### src/rtl/proc_seq_pkg.sv
// rtl/proc_seq_pkg.sv - opcodes, sequencer state encoding and immediate-operand decode
package proc_seq_pkg;

    localparam logic [2:0] OP_MV   = 3'b000;
    localparam logic [2:0] OP_MVI  = 3'b001;
    localparam logic [2:0] OP_ADD  = 3'b010;
    localparam logic [2:0] OP_SUB  = 3'b011;
    localparam logic [2:0] OP_ADDI = 3'b100;
    localparam logic [2:0] OP_SUBI = 3'b101;
    localparam logic [2:0] OP_HALT = 3'b111;

    typedef enum logic [2:0] {
        S_IDLE,
        S_FETCH,
        S_LOAD,
        S_IMM,
        S_WAIT,
        S_HALT,
        S_ERR
`ifdef PROC_SEQ_STEP_EN
        , S_PAUSE
`endif
    } seq_state_t;

    // Instructions whose operand word follows the opcode word in program memory
    function automatic logic needs_imm(input logic [2:0] op);
        return (op == OP_MVI) || (op == OP_ADDI) || (op == OP_SUBI);
    endfunction

endpackage

### src/rtl/proc_seq_wdog.sv
// rtl/proc_seq_wdog.sv - clear/enable up-counter flagging TIMEOUT cycles without Done
module proc_seq_wdog #(
    parameter int TIMEOUT = 7,
    localparam int CW = $clog2(TIMEOUT + 1)
) (
    input  logic Clock,
    input  logic Resetn,
    input  logic clear,
    input  logic enable,
    output logic expired
);

    logic [CW-1:0] count;

    always_ff @(posedge Clock or negedge Resetn) begin
        if (!Resetn) begin
            count <= '0;
        end else if (clear) begin
            count <= '0;
        end else if (enable && !expired) begin
            count <= count + CW'(1);
        end
    end

    assign expired = (count == CW'(TIMEOUT));

endmodule

### src/rtl/proc_seq_ctrl.sv
// rtl/proc_seq_ctrl.sv - instruction sequencer between program ROM and the nine-bit processor
// Optional single-step mode: PROC_SEQ_STEP_EN
module proc_seq_ctrl
    import proc_seq_pkg::*;
#(
    parameter int         AW      = 5,
    parameter int         TIMEOUT = 7,
    parameter logic [2:0] HALT_OP = OP_HALT
) (
    input  logic          Clock,
    input  logic          Resetn,
    input  logic          start,
    output logic [AW-1:0] mem_addr,
    input  logic [8:0]    mem_data,
    output logic [8:0]    din,
    output logic          run,
    input  logic          proc_done,
    output logic          busy,
    output logic          halted,
    output logic          timeout_err,
    output logic [AW-1:0] pc,
`ifdef PROC_SEQ_STEP_EN
    input  logic          step,
`endif
    output logic [15:0]   instr_cnt
);

    seq_state_t    state;
    seq_state_t    done_next;
    logic [AW-1:0] pc_q;
    logic [8:0]    din_hold;
    logic [15:0]   cnt_q;
    logic [2:0]    op;
    logic          wdog_expired;

    assign op = mem_data[8:6];

`ifdef PROC_SEQ_STEP_EN
    assign done_next = S_PAUSE;
`else
    assign done_next = S_FETCH;
`endif

    proc_seq_wdog #(.TIMEOUT(TIMEOUT)) u_wdog (
        .Clock   (Clock),
        .Resetn  (Resetn),
        .clear   (state != S_WAIT),
        .enable  (state == S_WAIT),
        .expired (wdog_expired)
    );

    always_ff @(posedge Clock or negedge Resetn) begin
        if (!Resetn) begin
            state    <= S_IDLE;
            pc_q     <= '0;
            din_hold <= '0;
            cnt_q    <= '0;
        end else begin
            case (state)
                S_IDLE, S_HALT, S_ERR: begin
                    if (start) begin
                        state <= S_FETCH;
                        pc_q  <= '0;
                        cnt_q <= '0;
                    end
                end
                S_FETCH: state <= S_LOAD;
                S_LOAD: begin
                    din_hold <= mem_data;
                    if (op == HALT_OP) begin
                        state <= S_HALT;
                    end else begin
                        pc_q <= pc_q + AW'(1);
                        if (cnt_q != 16'hFFFF)
                            cnt_q <= cnt_q + 16'd1;
                        state <= needs_imm(op) ? S_IMM : S_WAIT;
                    end
                end
                // mvi completes here; addi/subi keep consuming din_hold in S_WAIT
                S_IMM: begin
                    din_hold <= mem_data;
                    pc_q     <= pc_q + AW'(1);
                    state    <= proc_done ? done_next : S_WAIT;
                end
                S_WAIT: begin
                    if (proc_done)
                        state <= done_next;
                    else if (wdog_expired)
                        state <= S_ERR;
                end
`ifdef PROC_SEQ_STEP_EN
                S_PAUSE: begin
                    if (step)
                        state <= S_FETCH;
                end
`endif
                default: state <= S_IDLE;
            endcase
        end
    end

    // S_LOAD prefetches the word after the opcode so an immediate is ready in S_IMM
    assign mem_addr    = (state == S_LOAD) ? pc_q + AW'(1) : pc_q;
    assign din         = (state == S_LOAD || state == S_IMM) ? mem_data : din_hold;
    assign run         = (state == S_LOAD) && (op != HALT_OP);
    assign busy        = !(state == S_IDLE || state == S_HALT || state == S_ERR);
    assign halted      = (state == S_HALT);
    assign timeout_err = (state == S_ERR);
    assign pc          = pc_q;
    assign instr_cnt   = cnt_q;

endmodule

### config.mk
export PLATFORM = sky130hd
export DESIGN_NAME = proc_seq_ctrl
export DESIGN_NICKNAME = d
export VERILOG_FILES = /design/src/rtl/proc_seq_pkg.sv /design/src/rtl/proc_seq_wdog.sv /design/src/rtl/proc_seq_ctrl.sv
export SDC_FILE = /design/constraint.sdc
export NUM_CORES = 1
export LEC_CHECK = 0
export CAP_MARGIN = 10
export CORE_UTILIZATION = 50
export DETAILED_ROUTE_END_ITERATION = 8
export GPL_TIMING_DRIVEN = 0
export HOLD_SLACK_MARGIN = 0.15
export PLACE_DENSITY = 0.81
export SYNTH_ARGS = -nofsm -noshare
export SYNTH_HDL_FRONTEND = slang
export SYNTH_HIERARCHICAL = 1
export SYNTH_SLANG_ARGS = --single-unit
### constraint.sdc
create_clock -name Clock -period 1.9 [get_ports Clock]
set_input_delay 0.38 -clock Clock [delete_from_list [all_inputs] [get_ports Clock]]
set_output_delay 0.38 -clock Clock [all_outputs]
set_load 0.01 [all_outputs]
==> metrics.txt <==
gr ovfl total 0; reg2reg start state[2]; CP arrival 1.68 ns; area leader, netlist dfrtp_1; CP required 1.52 ns; antenna violations before repair 0; Layout area overhead 50.03%; Synth Instances 225; Slew headroom 45.32%; drt pass-1 iters 4; Die Y-Extent 67.51 µm; clock buffer depth 2; fillers 253; Final ANT Viol Nets 0; cell internal pwr 2.461 mW; Synth top cells by count dfrtp_1, nand2_1, a221o_1, nor3_1, o21ai_0; DIE WIDTH 67.51 µm; CTS tree done; Post-Syn Nets 242; vias in the first global route 1830; Worst setup SP type flop; io pins 52; Reg clk slew, reported paths 0.08 ns; area share of the largest cell type after synthesis 41.98%; Flop pwr share 26.9%; fin worst setup slack -0.1557 ns; die area 4558 µm²; GRT Util Overall 26.09%; ys async rst share 100.0%; RSZ-0062 raised after global routing yes; share of cells above drive strength 1 33.96%; mapped cell area 2146 µm²; CP endpoint kind output pin; part of the power in combinational logic 59.5%; Antenna Cells 0; Max-Cap Viols 0; Via density 6.095; largest net degree at the start of global routing 37; FP Rows 23; Num CTS Buffers 5; GP Congestion 0.8608; status finished, violations left; final core utilization 79.34%; Synth area leaders dfrtp_1, nand2_1, a221o_1; HPWL Detailed 3.543 mm; Netlist cell types 55; Vias 2243; Core Area 4058 µm²; drt drc 0; Final nets 334; hold slack 0.1870 ns; Max IR drop VDD 0.8778 mV; YS warnings 6; port bufs 51; f_max 486.5 MHz; pre-CTS WS -0.6315 ns; worst skew pair latency 0.29 ns; switching part of the total power 41.10%; Tcrit/Tclk final 108.2%; slew of the pin with the lowest slew margin 0.8202 ns; CTS Root Buffer Type clkbuf_8; Psw 1.717 mW; worst r2r path cells 6; Worst Hold Class in -> async; Primary FF master, synth dfrtp_1; power density cells 1298 nW/µm²; final wirelength 6.436 mm; Crit Path Max Fanout 6; R2R Setup Slk 0 ns; RR Endpoint instr_cnt[10]; clock sink count 36; critical setup path kind reg -> out; Pleak 1.448 nW; Final min period 2.056 ns; Clk pwr share 13.6%; sequential-to-total area share from yosys stat 41.98%; failing checks setup timing; Synth Register Bits 36; H-Tree Level Count 2; first-pass GRT wire length 8.728 mm; Initial Utilization 52.88%; final max-slew violation count 0; initial DRC count 211; Post-synth EDFFs 0; Worst Skew 0.007475 ns; Final Hold Vio Count 0; setup violators final 6; WL per Instance 17.49 µm; Post-Syn Area per Cell 9.537 µm²
power groups by stage:
stage / registers, mW / clock network [mW] / logic, mW
final: 1.12 / 0.570 / 2.48
after floorplan: 1.10 / 0 / 1.06
after detailed placement: 1.11 / 0 / 1.86
after global routing: 1.14 / 0.608 / 2.68
after global placement: 1.10 / 0 / 1.84
after CTS: 1.09 / 0.571 / 2.04
layout by cell type, fill, tap and decap left out, types with 3 or more instances in the layout:
cell type,Yosys,routed
a21oi_1,8,8
a221o_1,9,9
a31oi_1,4,4
and2_1,5,5
buf_2,1,12
buf_4,0,32
buf_6,3,10
buf_8,0,3
clkbuf_2,1,6
clkbuf_8,0,6
clkdlybuf4s50_1,0,30
dfrtp_1,36,26
dfrtp_2,0,10
inv_1,5,4
nand2_1,36,34
nand2b_1,3,3
nand3_1,7,5
nand3_4,0,3
nand4_1,7,7
nor2_1,5,4
nor2b_1,5,3
nor3_1,9,7
nor4_1,5,5
o21a_1,5,4
o21ai_0,9,6
o21ai_1,2,5
o31ai_1,3,3
xor2_1,4,4
per-layer routing:
metal | routed length (µm) | vias to the layer above | global-route usage (%)
li1 | - | 1035 | -
met1 | 2748 | 1096 | 35.55
met2 | 3168 | 100 | 42.33
met3 | 417 | 12 | 4.223
met4 | 102 | 0 | 7.713
met5 | 0 | - | 0
logic make-up after synthesis:
logic type,synth area share (%)
AOI/OAI and AO/OA,18.48
xor gates and xnor gates,2.041
adders and majority gates,2.799
buffers and inverters,4.139
DFF,41.98
muxes,2.682
and+or+nand+nor,27.87
flip-flops by register name, summed over array words and instances (netlist names):
signal,flops
instr_cnt,16
pc,5
din_hold,9
state,3
u_wdog/count,3
how the worst max path moves through the flow:
stage	to	start	slack (ns)
3_3_place_gp	din[7]	state[2]	-0.61
6_report	mem_addr[1]	state[2]	-0.16
3_5_place_dp	din[7]	state[2]	-0.63
2_1_floorplan	instr_cnt[15]	instr_cnt[0]	0.04
5_1_grt	mem_addr[1]	state[2]	-0.18
4_1_cts	mem_addr[1]	state[0]	-0.14
worst max-delay path, cell delays in order (launching register included):
cell     delay [ns]
dfrtp_2        0.49
nor3b_4        0.31
buf_4          0.17
mux2_4         0.30
buf_6          0.12
final cells by class:
class | count | area (µm²) | share of cell area, %
Timing Repair Buffer | 86 | 705.7 | 21.92
Clock inverter | 2 | 10.01 | 0.3109
Tap cell | 50 | 62.56 | 1.943
Inverter | 6 | 31.28 | 0.9716
Buffer | 10 | 111.4 | 3.459
Multi-Input combinational cell | 172 | 1303 | 40.46
Sequential cell | 36 | 913.4 | 28.37
Clock buffer | 6 | 82.58 | 2.565
through the flow:
stage                     total power [mW]  cell area (µm²)  TNS [ns]  cells
after floorplan                      2.159             2146         0    225
after global placement               2.939             2719    -24.61    326
after detailed placement             2.969             2714    -10.44    326
after CTS                            3.701             2950   -0.3864    347
after global routing                 4.432             3219   -0.9968    368
final                                4.179             3219   -0.2723    368
repair_timing:
item	in CTS	in global routing
resized for setup	91	48
hold buffers	0	0
endpoints found under the setup margin	32	29
gates cloned	0	1
pin swaps	6	9
buffers inserted	14	20
No activity file was read; power rests on OpenSTA's default activity.
